$ cat src/rtl/row_fifo_skew_sched.sv
// Skewed read scheduler for a bank of row FIFOs feeding a systolic array.
// Row k reads len words starting k cycles after row 0; any empty active row stalls every row.
module row_fifo_skew_sched #(
  parameter int unsigned ROW   = 9,
  parameter int unsigned LEN_W = 8
) (
  input  logic             i_clk,
  input  logic             i_rst,
  input  logic             i_start,
  input  logic [LEN_W-1:0] i_len,
  input  logic             i_clear,
  input  logic [ROW-1:0]   i_fifo_empty,
  output logic [ROW-1:0]   o_read_enable,
  output logic             o_busy,
  output logic             o_done
);

  localparam int unsigned CntW = LEN_W + 5;

  typedef enum logic [1:0] {StIdle, StRun, StDone} state_e;

  state_e          state_q, state_d;
  logic [CntW-1:0] cnt_q, cnt_d;
  logic [LEN_W-1:0] len_q, len_d;
  logic [ROW-1:0]  active;
  logic            stall;
  logic [CntW-1:0] len_ext;
  logic [CntW-1:0] last_cnt;

  assign len_ext  = {5'b0, len_q};
  // Final step is when the last row (ROW-1) issues its last word.
  assign last_cnt = len_ext + CntW'(ROW) - CntW'(2);

  always_comb begin
    active = '0;
    for (int unsigned k = 0; k < ROW; k++) begin
      active[k] = (cnt_q >= CntW'(k)) && (cnt_q < CntW'(k) + len_ext);
    end
  end

  // A single empty active row freezes the whole wave so the skew between rows is kept.
  assign stall = (state_q == StRun) && |(active & i_fifo_empty);

  assign o_read_enable = ((state_q == StRun) && !stall) ? active : '0;
  assign o_busy        = (state_q != StIdle);
  assign o_done        = (state_q == StDone);

  always_comb begin
    state_d = state_q;
    cnt_d   = cnt_q;
    len_d   = len_q;
    unique case (state_q)
      StIdle: begin
        if (i_start) begin
          len_d   = i_len;
          cnt_d   = '0;
          state_d = (i_len == '0) ? StDone : StRun;
        end
      end
      StRun: begin
        if (!stall) begin
          cnt_d = cnt_q + CntW'(1);
          if (cnt_q == last_cnt) begin
            state_d = StDone;
          end
        end
      end
      StDone: state_d = StIdle;
      default: state_d = StIdle;
    endcase
    if (i_clear) begin
      state_d = StIdle;
      cnt_d   = '0;
    end
  end

  always_ff @(posedge i_clk) begin
    if (i_rst) begin
      state_q <= StIdle;
      cnt_q   <= '0;
      len_q   <= '0;
    end else begin
      state_q <= state_d;
      cnt_q   <= cnt_d;
      len_q   <= len_d;
    end
  end

endmodule
$ cat config.mk
export PLATFORM = sky130hd
export DESIGN_NAME = row_fifo_skew_sched
export DESIGN_NICKNAME = d
export VERILOG_FILES = /design/src/rtl/row_fifo_skew_sched.sv
export SDC_FILE = /design/constraint.sdc
export NUM_CORES = 1
export LEC_CHECK = 0
export ABC_CLOCK_PERIOD_IN_PS = 6000
export CAP_MARGIN = 20
export CORE_MARGIN = 4
export CORE_UTILIZATION = 59
export CTS_CLUSTER_SIZE = 16
export DETAILED_ROUTE_END_ITERATION = 12
export HOLD_SLACK_MARGIN = 0.15
export PLACE_DENSITY_LB_ADDON = 0.15
export SYNTH_ARGS = -nofsm -noshare
export SYNTH_HDL_FRONTEND = slang
export SYNTH_SLANG_ARGS = --single-unit
$ cat constraint.sdc
create_clock -name i_clk -period 6 [get_ports i_clk]
set_input_delay 1.8 -clock i_clk [delete_from_list [all_inputs] [get_ports i_clk]]
set_output_delay 1.8 -clock i_clk [all_outputs]
set_load 0.1 [all_outputs]
* Word-level counts from Yosys, hierarchy flattened *
Cells that the tools add are included.

word-level totals
  input bits = 21
  output and inout bits = 11
  bits in registers = 23
  word-level logic and storage cells = 69

cells by class
  order comparisons = 18
  reductions and logical operators = 21
  multiplexer cells = 9
  add/subtract/negate cells = 11
  bitwise gates (word level) = 1
  eq/ne operators = 6

operators with widths
  operator                                              count
  < comparator 13 x 9 -> 1 bit                          8
  >= comparator 13 x 3 -> 1 bit, second input constant  4
  adder 3 x 8 -> 9 bit, first input constant            4
  >= comparator 13 x 1 -> 1 bit, second input constant  2
  >= comparator 13 x 2 -> 1 bit, second input constant  2
  two-way mux 13 bit                                    2
  case mux 13 bit (2 select lines)                      1
  adder 2 x 8 -> 9 bit, first input constant            2
  adder 13 x 1 -> 13 bit, second input constant         1
  equality test 13 bit                                  1
  >= comparator 13 x 4 -> 1 bit, second input constant  1
  < comparator 13 x 8 -> 1 bit                          1
  logical AND 1 bit                                     11
  subtractor 9 x 2 -> 10 bit, second input constant     1
  adder 1 x 8 -> 9 bit, first input constant            1
  adder 4 x 8 -> 9 bit, first input constant            1
  adder 8 x 4 -> 9 bit, second input constant           1
  bitwise AND 9 bit                                     1
  two-way mux 9 bit                                     1
  OR reduction 9 bit                                    1
  zero test 8 bit                                       1
  two-way mux 2 bit                                     4
  AND reduction 3 bit                                   2
  != test 2 bit, second input constant                  2
  9 further kinds                                       10

* Longest topological paths before layout *
Gate-level depths: netlist of run 1.

  word-level depth = 9
  gate-level depth with buffers = 15
  gate-level depth less buffers = 15

* Least setup slack after synthesis of run 1 *
Ideal clock, no wire load.

  kind = register to output
  start point = reg len_q[6]
  end point = out o_read_enable[1]
  cell stages (with the launch flop) = 13
  path buffers = 1
  required time = 4.200 ns
  path slack = -0.938 ns
  arrival time = 5.138 ns
  cells stage by stage = dfxtp_1 > clkbuf_1 > clkinv_1 > nor3_1 > nand2_1 > ha_1 > nand4_1 > a2111oi_0 > nor4_1 > a2bb2oi_4 > nor4b_2 > nand2_1 > nor3_1

on the way
  longest elaborated chain between the ends = 9
  elaborated cells on any way between the ends = 32
  those cells by class = add/sub: 8; order compare: 9; mux: 1; bitwise: 1; reduce/logical: 13

RTL lines
  element                                             RTL line  source
  start: declaration                                  24        logic [LEN_W-1:0] len_q, len_d;
  start signal: assignment                            85        len_q <= len_d;
  adder 1 x 8 -> 9 bit, or another cell as far along  37        active[k] = (cnt_q >= CntW'(k)) && (cnt_q < CntW'(k) + len_ext);
  < comparator 13 x 9 -> 1 bit                        37
  logical AND 1 bit                                   37
  bitwise AND 9 bit                                   42        assign stall = (state_q == StRun) && |(active & i_fifo_empty);
  OR reduction 9 bit                                  42
  logical AND 1 bit                                   42
  zero test 1 bit                                     n/a
  logical AND 1 bit                                   44        assign o_read_enable = ((state_q == StRun) && !stall) ? active : '0;
  two-way mux 9 bit *                                 44
  end: declaration                                    13        output logic [ROW-1:0] o_read_enable,

Every way passes the cells marked *; elsewhere a longest branch is shown, timed or not.

* Worst setup path in the final report of run 1 *
  start point = reg len_q[2]
  end point = out o_read_enable[3]

Same word-level chain as after synthesis.

==> results, run 1 <==
- The share of the clock period used by the worst path is 94.7%.
- The pre-CTS worst setup slack is 0.397 ns.
- The required time at the endpoint of the critical path is 4.20 ns.
- The total of warnings raised by yosys is 0.
- The run finished with clean final reports.
- The largest fanout of any net on the critical path is 7.
- The number of failing hold endpoints at the final stage was 0.
- The cell with the biggest individual delay on the critical path is sky130_fd_sc_hd__a21boi_0.
- After synthesis, the largest family of logic cells by area is adder cells.
- The wire length per cell after detailed routing is 19.5 um.
- At the pin with the least slew margin, the transition time is 0.966 ns.
- For this configuration, the core starts out at a cell density of 61.7%.
- The relative area change from synthesis to final layout is 15.9%.
- The hold buffer count at CTS is 0.
- Buffers placed on the I/O ports in this run total 31.
- The startpoint identified for the worst register-to-register timing path is len_q[4].
- After clock tree synthesis, the clock-pin slew on the worst setup and hold paths is 0.08 ns.
- The synthesized-area fraction occupied by ao, oa, aoi and oai cells is 18.6%.
- The signal arrival time at the worst endpoint is 3.88 ns.
- The die is 87.4 um wide.
- After synthesis, the mean cell area works out to 8.10 um2.
- The total congestion overflow after global routing is 0.
- The root buffer cell is sky130_fd_sc_hd__clkbuf_8.
- The synthesized netlist devotes 27.3% of its cell area to adder and majority cells.
- CTS built an H-tree with a depth of 1.
- The synthesized flop and latch total is 23.
- In the synthesized netlist, mux cells make up 2.42% of the area.
- The total power of the final layout is 443 uW.
- For the final database, setup skew stands at 0.00906 ns.
- At the later pin of the worst-skew pair, clock insertion delay measures 0.27 ns.
- The cell count after synthesis came out at 459.
- Across all setup checks in the final design, the least slack found is 0.315 ns.
- The basic-gate share of the synthesized area counting and, or, nand and nor cells is 25.7%.
- The signal on the critical path passes through inv_1, ha_1, a21boi_0, xnor2_1, ha_1, nand4_1, o221ai_1, nand4_1, and3_4, a2111oi_4, nand2_2, nor2_1, buf_12.
- After floorplanning, the core was sized to cover 6030 um2.
- The floorplan has 28 rows.
- 32 I/O pins were placed.
- After the flow finishes, the layout carries non-filler instances totaling 565.
- The repair_antennas step left the layout with diodes totalling 0.
- The total clock buffers created by CTS is 3.
- The final hold slack is 0.570 ns.
- The number of nets at the end of the flow is 593.
- Adding up every negative setup slack in the final design gives 0 ns.
- Detailed placement finished with a half-perimeter wire length of 8680 um.
- In this design, the stage delay of the slowest critical-path cell is 0.46 ns.
- Power spread over the standard cell area amounts to 103 nW/um2.
- The max capacitance violation total is 0.
- The final count of negative-setup-slack endpoints is 0.
- The type of origin of the critical path is a flop.
- The setup path with the least slack is of type reg -> out.
- In the global route stage, overall resource usage came out at 30.5%.
- The number of buffers inserted by post-CTS setup repair is 0.
- The cell area after synthesis is 3720 um2.
- The worst hold path begins at len_q[2].
- The proportion of synthesized chip area in sequential cells is 12.4%.
- The post-synthesis async set-or-reset flop share is 0%.
- The clock period could shrink to 5.68 ns.
- The worst pin sits at a relative slew slack of 35.4%.
- TritonCTS built the clock tree.
- The worst setup path is captured at an output pin.
- The classification of the worst-slack hold path is reg -> reg.
- The vertical die dimension is 87.4 um.
- The synthesized netlist devotes 9.19% of its cell area to XOR and XNOR gates.
- The maximum buffer depth of the clock tree is 2.
- The first global-routing pass estimated 18,300 um of wire.
- Setup repair after global routing left no endpoint under its margin.
- The commonest register cell after synthesis is sky130_fd_sc_hd__dfxtp_1.
- For this run, the detailed router's first-pass iteration total came to 5.
- Tracing the worst setup path back leads to its startpoint at len_q[2].
- In the final layout, the share of cells above drive strength 1 is 9.59%.
- The via count of the first global-routing pass is 3,614.
- Entering global routing, the biggest net connects 19 pins.
- The maximum achievable frequency is 176 MHz.
- The maximum VDD drop is 0.000134 V.
- The number of placed cells counting well taps is 561.
- The final layout contains routed wiring with a total length of 11,000 um.
- The number of vias per cell after detailed routing is 6.53.
- The CTS sink count is 23.
- The detailed router finished its first iteration with 290 violations.
- The floorplan step defined a die boundary enclosing 7630 um2.
- The detail route stage leaves a number of antenna-violating nets equal to 0.
- In this run the static leakage power is 0.00188 uW.
- The final weighted congestion in routability-driven placement is 0.955.
- For this block, the via count after detailed routing is 3,689.
- The number of nets in the synthesized netlist is 561.
- Counting distinct cell types in the post-synthesis netlist gives 66.
- The initial antenna violation count is 0.
- The final routed DRC violation total is 0.
- The count of flip-flops with a built-in enable after synthesis is 0.
- The number of max-slew violations in the final report is 0.
## metal layers
layer | vias to the layer above | GRT usage, % | share of wire, %
met5 | - | 0 | 0
met4 | 0 | 10.2 | 3.1
met3 | 30 | 4.82 | 8.1
met2 | 181 | 50.4 | 46
met1 | 1708 | 40.0 | 43
li1 | 1770 | - | -
## flip-flops by register name, indices dropped and copies added (netlist names)
signal   cells
state_q      2
len_q        8
cnt_q       13
## path summary, 6_finish.rpt
path | end | slack (ns) | cells after the start
setup / recovery | o_read_enable[3] | 0.32 | 13
hold / removal | len_q[2] | 0.57 | 2
setup reg to reg | cnt_q[8] | 1.93 | 13
hold reg to reg | len_q[2] | 0.57 | 2
## cell usage in the layout (no fill, tap or decap), drive strengths merged, types with 4 or more instances in the layout
master	count
ha	81
xnor2	36
nor2	34
a21oi	32
nand2	28
nand3	25
dfxtp	23
clkdlybuf4s50	22
inv	22
buf	21
nand4	17
nor2b	11
nor4	11
nor3	10
a211o	9
mux2i	9
o211ai	7
a21o	7
and3	7
o21ai	6
nand2b	5
a31oi	5
a211oi	4
o31ai	4
o2111ai	4
o21a	4
clkinv	4
or4	4
## critical path: cells and delay by family, from the launching register on
family	cells	cell delay [ns]
fa+ha+maj	2	0.60
flops	1	0.35
compound gates	3	1.08
buf+inv	2	0.43
xor+xnor	1	0.13
simple gates	5	1.01
## where the power goes
part	internal (uW)	switching, uW
sequential	157	8.82
combinational	77.5	100
clock	46.5	53.6
## timing repair
| action | 4_1_cts | 5_1_grt |
|---|---|---|
| gates resized for setup | 0 | 2 |
| hold endpoints to repair | 0 | 0 |
| endpoints found under the setup margin | 0 | 7 |
## stage by stage
stage	cell area (um2)	util [%]
detailed placement	4250	70.5
global placement	4250	70.5
CTS	4300	71.3
global route	4310	71.5
floorplan	3740	-
finish	4310	71.5
## cell type report
type,instances,area (um2)
Clock buffer,3,41.3
Clock inverter,1,5.00
Fill cell,491,1720
Inverter,25,93.8
Multi-Input combinational cell,395,3120
Sequential cell,23,460
Tap cell,75,93.8
Timing Repair Buffer,43,490
## synth_stat cells, types with 5 or more instances
master / number / area [um2]
sky130_fd_sc_hd__ha_1: 81 / 1010
sky130_fd_sc_hd__xnor2_1: 36 / 315
sky130_fd_sc_hd__nor2_1: 34 / 128
sky130_fd_sc_hd__a21oi_1: 31 / 155
sky130_fd_sc_hd__nand2_1: 28 / 105
sky130_fd_sc_hd__nand3_1: 25 / 125
sky130_fd_sc_hd__dfxtp_1: 23 / 460
sky130_fd_sc_hd__inv_1: 21 / 78.8
sky130_fd_sc_hd__nand4_1: 15 / 93.8
sky130_fd_sc_hd__clkbuf_1: 12 / 45.0
sky130_fd_sc_hd__nor2b_1: 11 / 68.8
sky130_fd_sc_hd__a211o_1: 9 / 78.8
sky130_fd_sc_hd__mux2i_1: 9 / 90.1
sky130_fd_sc_hd__nor3_1: 9 / 45.0
sky130_fd_sc_hd__nor4_1: 9 / 56.3
sky130_fd_sc_hd__a21o_1: 7 / 52.6
sky130_fd_sc_hd__o211ai_1: 7 / 52.6
sky130_fd_sc_hd__o21ai_0: 6 / 30.0
sky130_fd_sc_hd__a31oi_1: 5 / 31.3
sky130_fd_sc_hd__nand2b_1: 5 / 31.3
## cells by family (layout without fill, tap and decap cells)
group / count (synthesis) / after routing
AO/OA/AOI/OAI: 96 / 96
XOR/XNOR: 39 / 39
adder cells (fa/ha/maj): 81 / 81
buffers and inverters: 41 / 72
flip-flops: 23 / 23
multiplexers: 9 / 9
AND/OR/NAND/NOR: 170 / 170
Note: power is estimated with default switching activity, not from simulation.
==> inputs of run 2 (changes only) <==
--- a/config.mk
+++ b/config.mk
@@ -5,11 +5,11 @@
 export SDC_FILE = /design/constraint.sdc
 export NUM_CORES = 1
 export LEC_CHECK = 0
-export ABC_CLOCK_PERIOD_IN_PS = 6000
+export ABC_CLOCK_PERIOD_IN_PS = 5300
 export CAP_MARGIN = 20
 export CORE_MARGIN = 4
 export CORE_UTILIZATION = 59
-export CTS_CLUSTER_SIZE = 16
+export CTS_CLUSTER_SIZE = 12
 export DETAILED_ROUTE_END_ITERATION = 12
 export HOLD_SLACK_MARGIN = 0.15
 export PLACE_DENSITY_LB_ADDON = 0.15
==> constraint.sdc (replaced) <==
create_clock -name i_clk -period 5.3 [get_ports i_clk]
set_input_delay 1.59 -clock i_clk [delete_from_list [all_inputs] [get_ports i_clk]]
set_output_delay 1.59 -clock i_clk [all_outputs]
set_load 0.1 [all_outputs]
==> run 2 against run 1 <==
  * Sequential cell count unchanged
  * Non-clock buffer count grew 19
  * Design area rose by 6.1%
  * Register-to-register slack worse by 0.50 ns
  * Setup slack got worse by 0.20 ns
  * Die area is the same
  * Worst hold slack worse by 0.0059 ns
  * Wire length up 13%
  * Combinational power grew 28%
  * Largest power group unchanged
==> results, run 2 (synthesized netlist as in run 1, its figures left out) <==
- The required time at the endpoint of the critical path is 3.71 ns.
- The flow ran to the end, and the final reports show no timing, DRC or antenna violations.
- The endpoint identified for the worst register-to-register timing path is cnt_q[4].
- The proportion of power drawn by flip-flops and latches is 34.5%.
- The proportion of power drawn by the clock network is 22.7%.
- The wire-length estimate of the detail-placed layout is 9800 um.
- Internal power comes to 329 uW.
- The critical path in this run is classified as reg -> out.
- The total congestion overflow after global routing is 0.
- The final count of negative-setup-slack endpoints is 0.
- The max capacitance violation total is 0.
- OpenSTA, run right after detailed placement, puts the worst setup slack at 0.312 ns.
- After detailed routing, the total wire length is 12,500 um.
- The total power density per cell area is 117 nW/um2.
- The commonest non-fill, non-tap cell in the layout is sky130_fd_sc_hd__ha_1.
- The wire length per cell after detailed routing is 21.4 um.
- The initial utilization of the core area, before any placement, comes to 61.7%.
- The via count of the first global-routing pass is 3,774.
- The largest registers in the layout are cnt_q: 13 flops, len_q: 8 flops, state_q: 2 flops.
- The number of diodes is 0.
- The analysis attributes to net switching a power of 205 uW.
- The net count of the finished layout is 612.
- The largest fanout of any net on the critical path is 9.
- In this run the count of I/O pins placed on the die edge is 32.
- The count of antenna-violating nets left after detailed routing is 0.
- The die covers 7630 um2.
- The number of vias per cell after detailed routing is 6.71.
- In this run, post-CTS repair resized a total of 0 instances.
- The pre-antenna-repair detailed-routing pass consisted of 5 iterations.
- The initial antenna violation count was 0.
- The clock edge transition at the registers on the reported setup and hold paths is 0.09 ns.
- The final weighted congestion in routability-driven placement is 1.05.
- The hold buffer count at CTS is 0.
- Entering global routing, the biggest net connects 18 pins.
- At the pin with the least slew margin, the transition time is 0.969 ns.
- The sort of element at the end of the critical path is an output pin.
- The clock reaches the later pin of the worst-skew pair after 0.28 ns.
- The vertical die dimension is 87.4 um.
- The number of failing hold endpoints at the final stage is 0.
- From left edge to right edge, the die measures 87.4 um.
- The total track usage is 32.7%.
- STA classifies the critical path startpoint as a flop.
- CTS built an H-tree with a depth of 1.
- In this run the deepest clock path goes through 2 buffers.
- The reg-to-reg startpoint is len_q[1].
- The critical path starts at len_q[1].
- The maximum achievable frequency is 193 MHz.
- The total power of the final layout is 534 uW.
- The clock period could shrink to 5.18 ns.
- The classification of the worst-slack hold path is reg -> reg.
- The number of max-slew violations in the final report is 0.
- Walking the worst path, the cells encountered are buf_4, ha_1, a21oi_1, nor2_1, xnor2_1, ha_1, a211oi_1, nor2_1, nor4_2, a2111oi_4, buf_4, and3_2, buf_12.
- The slack of the worst reg-to-reg path is 1.43 ns.
- Per report_power, the combinational group accounts for 42.7% of the total.
- The flip-flop count of the largest register after layout is 13.
- The post-route netlist has 16.5% of its cells at a drive strength greater than 1.
- The cell leakage power is 0.00199 uW.
- The length in cells of the worst reg-to-reg path is 14.
- The quantity of I/O buffers inserted on ports is 31.
- The CTS sink count is 23.
- The maximum VDD drop is 0.000118 V.
- The filler cell count in the final layout is 459.
- For this run, the slowest stage of the critical path takes 0.54 ns.
- The worst slew margin relative to its limit is 35.2%.
- The total via count in the routed design is 3,916.
- After floorplanning, the core was sized to cover 6030 um2.
- The floorplan has 28 rows.
- Following the worst setup path forward leads to its endpoint at o_read_enable[6].
- The wire length of the first global-routing pass is 19,200 um.
- On the critical path, the stage with the largest delay is an instance of sky130_fd_sc_hd__nor4_2.
- The relative area change from synthesis to final layout is 23.0%.
- The root buffer cell is sky130_fd_sc_hd__clkbuf_8.
- For this block, the initial DRC count from the detailed router was 350.
- The register name with the most flops is cnt_q.
- For this run, design rule violations remaining after detail routing come to 0.
- The total clock buffers created by CTS is 3.
- Clock skew on the completed layout was measured at 0.0165 ns.
- The number of buffers inserted by post-CTS setup repair is 0.
- The worst-case setup margin in the final layout is 0.116 ns.
- The TritonCTS clock tree is done.
- The fraction of power spent switching nets is 38.4%.
- In the layout the commonest cells are 78 x sky130_fd_sc_hd__ha_1, 36 x sky130_fd_sc_hd__xnor2_1, 31 x sky130_fd_sc_hd__nor2_1, 31 x sky130_fd_sc_hd__buf_4, 28 x sky130_fd_sc_hd__a21oi_1.
- The signal arrival time at the worst endpoint is 3.59 ns.
- The share of the clock period used by the worst path is 97.8%.
[run 2: worst max-delay path, delay by kind of cell, from the launching register on]
kind	cells	cell delay (ns)
fa+ha+maj	2	0.57
compound gates	3	0.68
simple gates	4	0.98
xor+xnor	1	0.21
buf+inv	3	0.55
flops	1	0.32
[run 2: stage by stage]
stage	hold slack (ns)	setup TNS, ns	utilization, %	cell area [um2]	cells
3_3_place_gp	0.534	0	74.1	4470	580
4_1_cts	0.558	0	75.0	4520	584
6_report	0.564	0	75.8	4570	584
5_1_grt	0.584	-0.0846	75.8	4570	584
2_1_floorplan	0.504	0	-	3810	459
3_5_place_dp	0.543	0	74.1	4470	580
[run 2: worst min-delay path by stage]
stage          depth (start not counted)         to  startpoint  slack (ns)
3_5_place_dp                           2   len_q[6]    len_q[6]        0.54
5_1_grt                                2   len_q[6]    len_q[6]        0.58
4_1_cts                                2   len_q[6]    len_q[6]        0.56
2_1_floorplan                          1  cnt_q[12]   cnt_q[12]        0.50
3_3_place_gp                           2   len_q[2]    len_q[2]        0.53
6_report                               2   len_q[6]    len_q[6]        0.56
[run 2: area by class of cell]
type / instances / area [um2] / share of cell area (%)
inverters: 25 / 93.8 / 2.05
repair buffers: 62 / 633 / 13.9
flip-flops and latches: 23 / 463 / 10.1
well taps: 75 / 93.8 / 2.05
clock inverters: 1 / 7.51 / 0.164
multi-input cells: 395 / 3240 / 70.8
clock buffers: 3 / 41.3 / 0.904
[run 2: power groups by stage]
stage	Clock, uW	Sequential (uW)	Combinational, uW
floorplan	0	186	143
global placement	0	187	209
detailed placement	0	188	216
CTS	121	184	217
global route	128	185	246
finish	121	184	228
[run 2: layer usage]
| layer | share of wire [%] | track usage (%) |
|---|---|---|
| met1 | 41 | 43.8 |
| met2 | 45 | 52.7 |
| met3 | 11 | 5.30 |
| met4 | 4.1 | 11.7 |
| met5 | 0 | 0 |
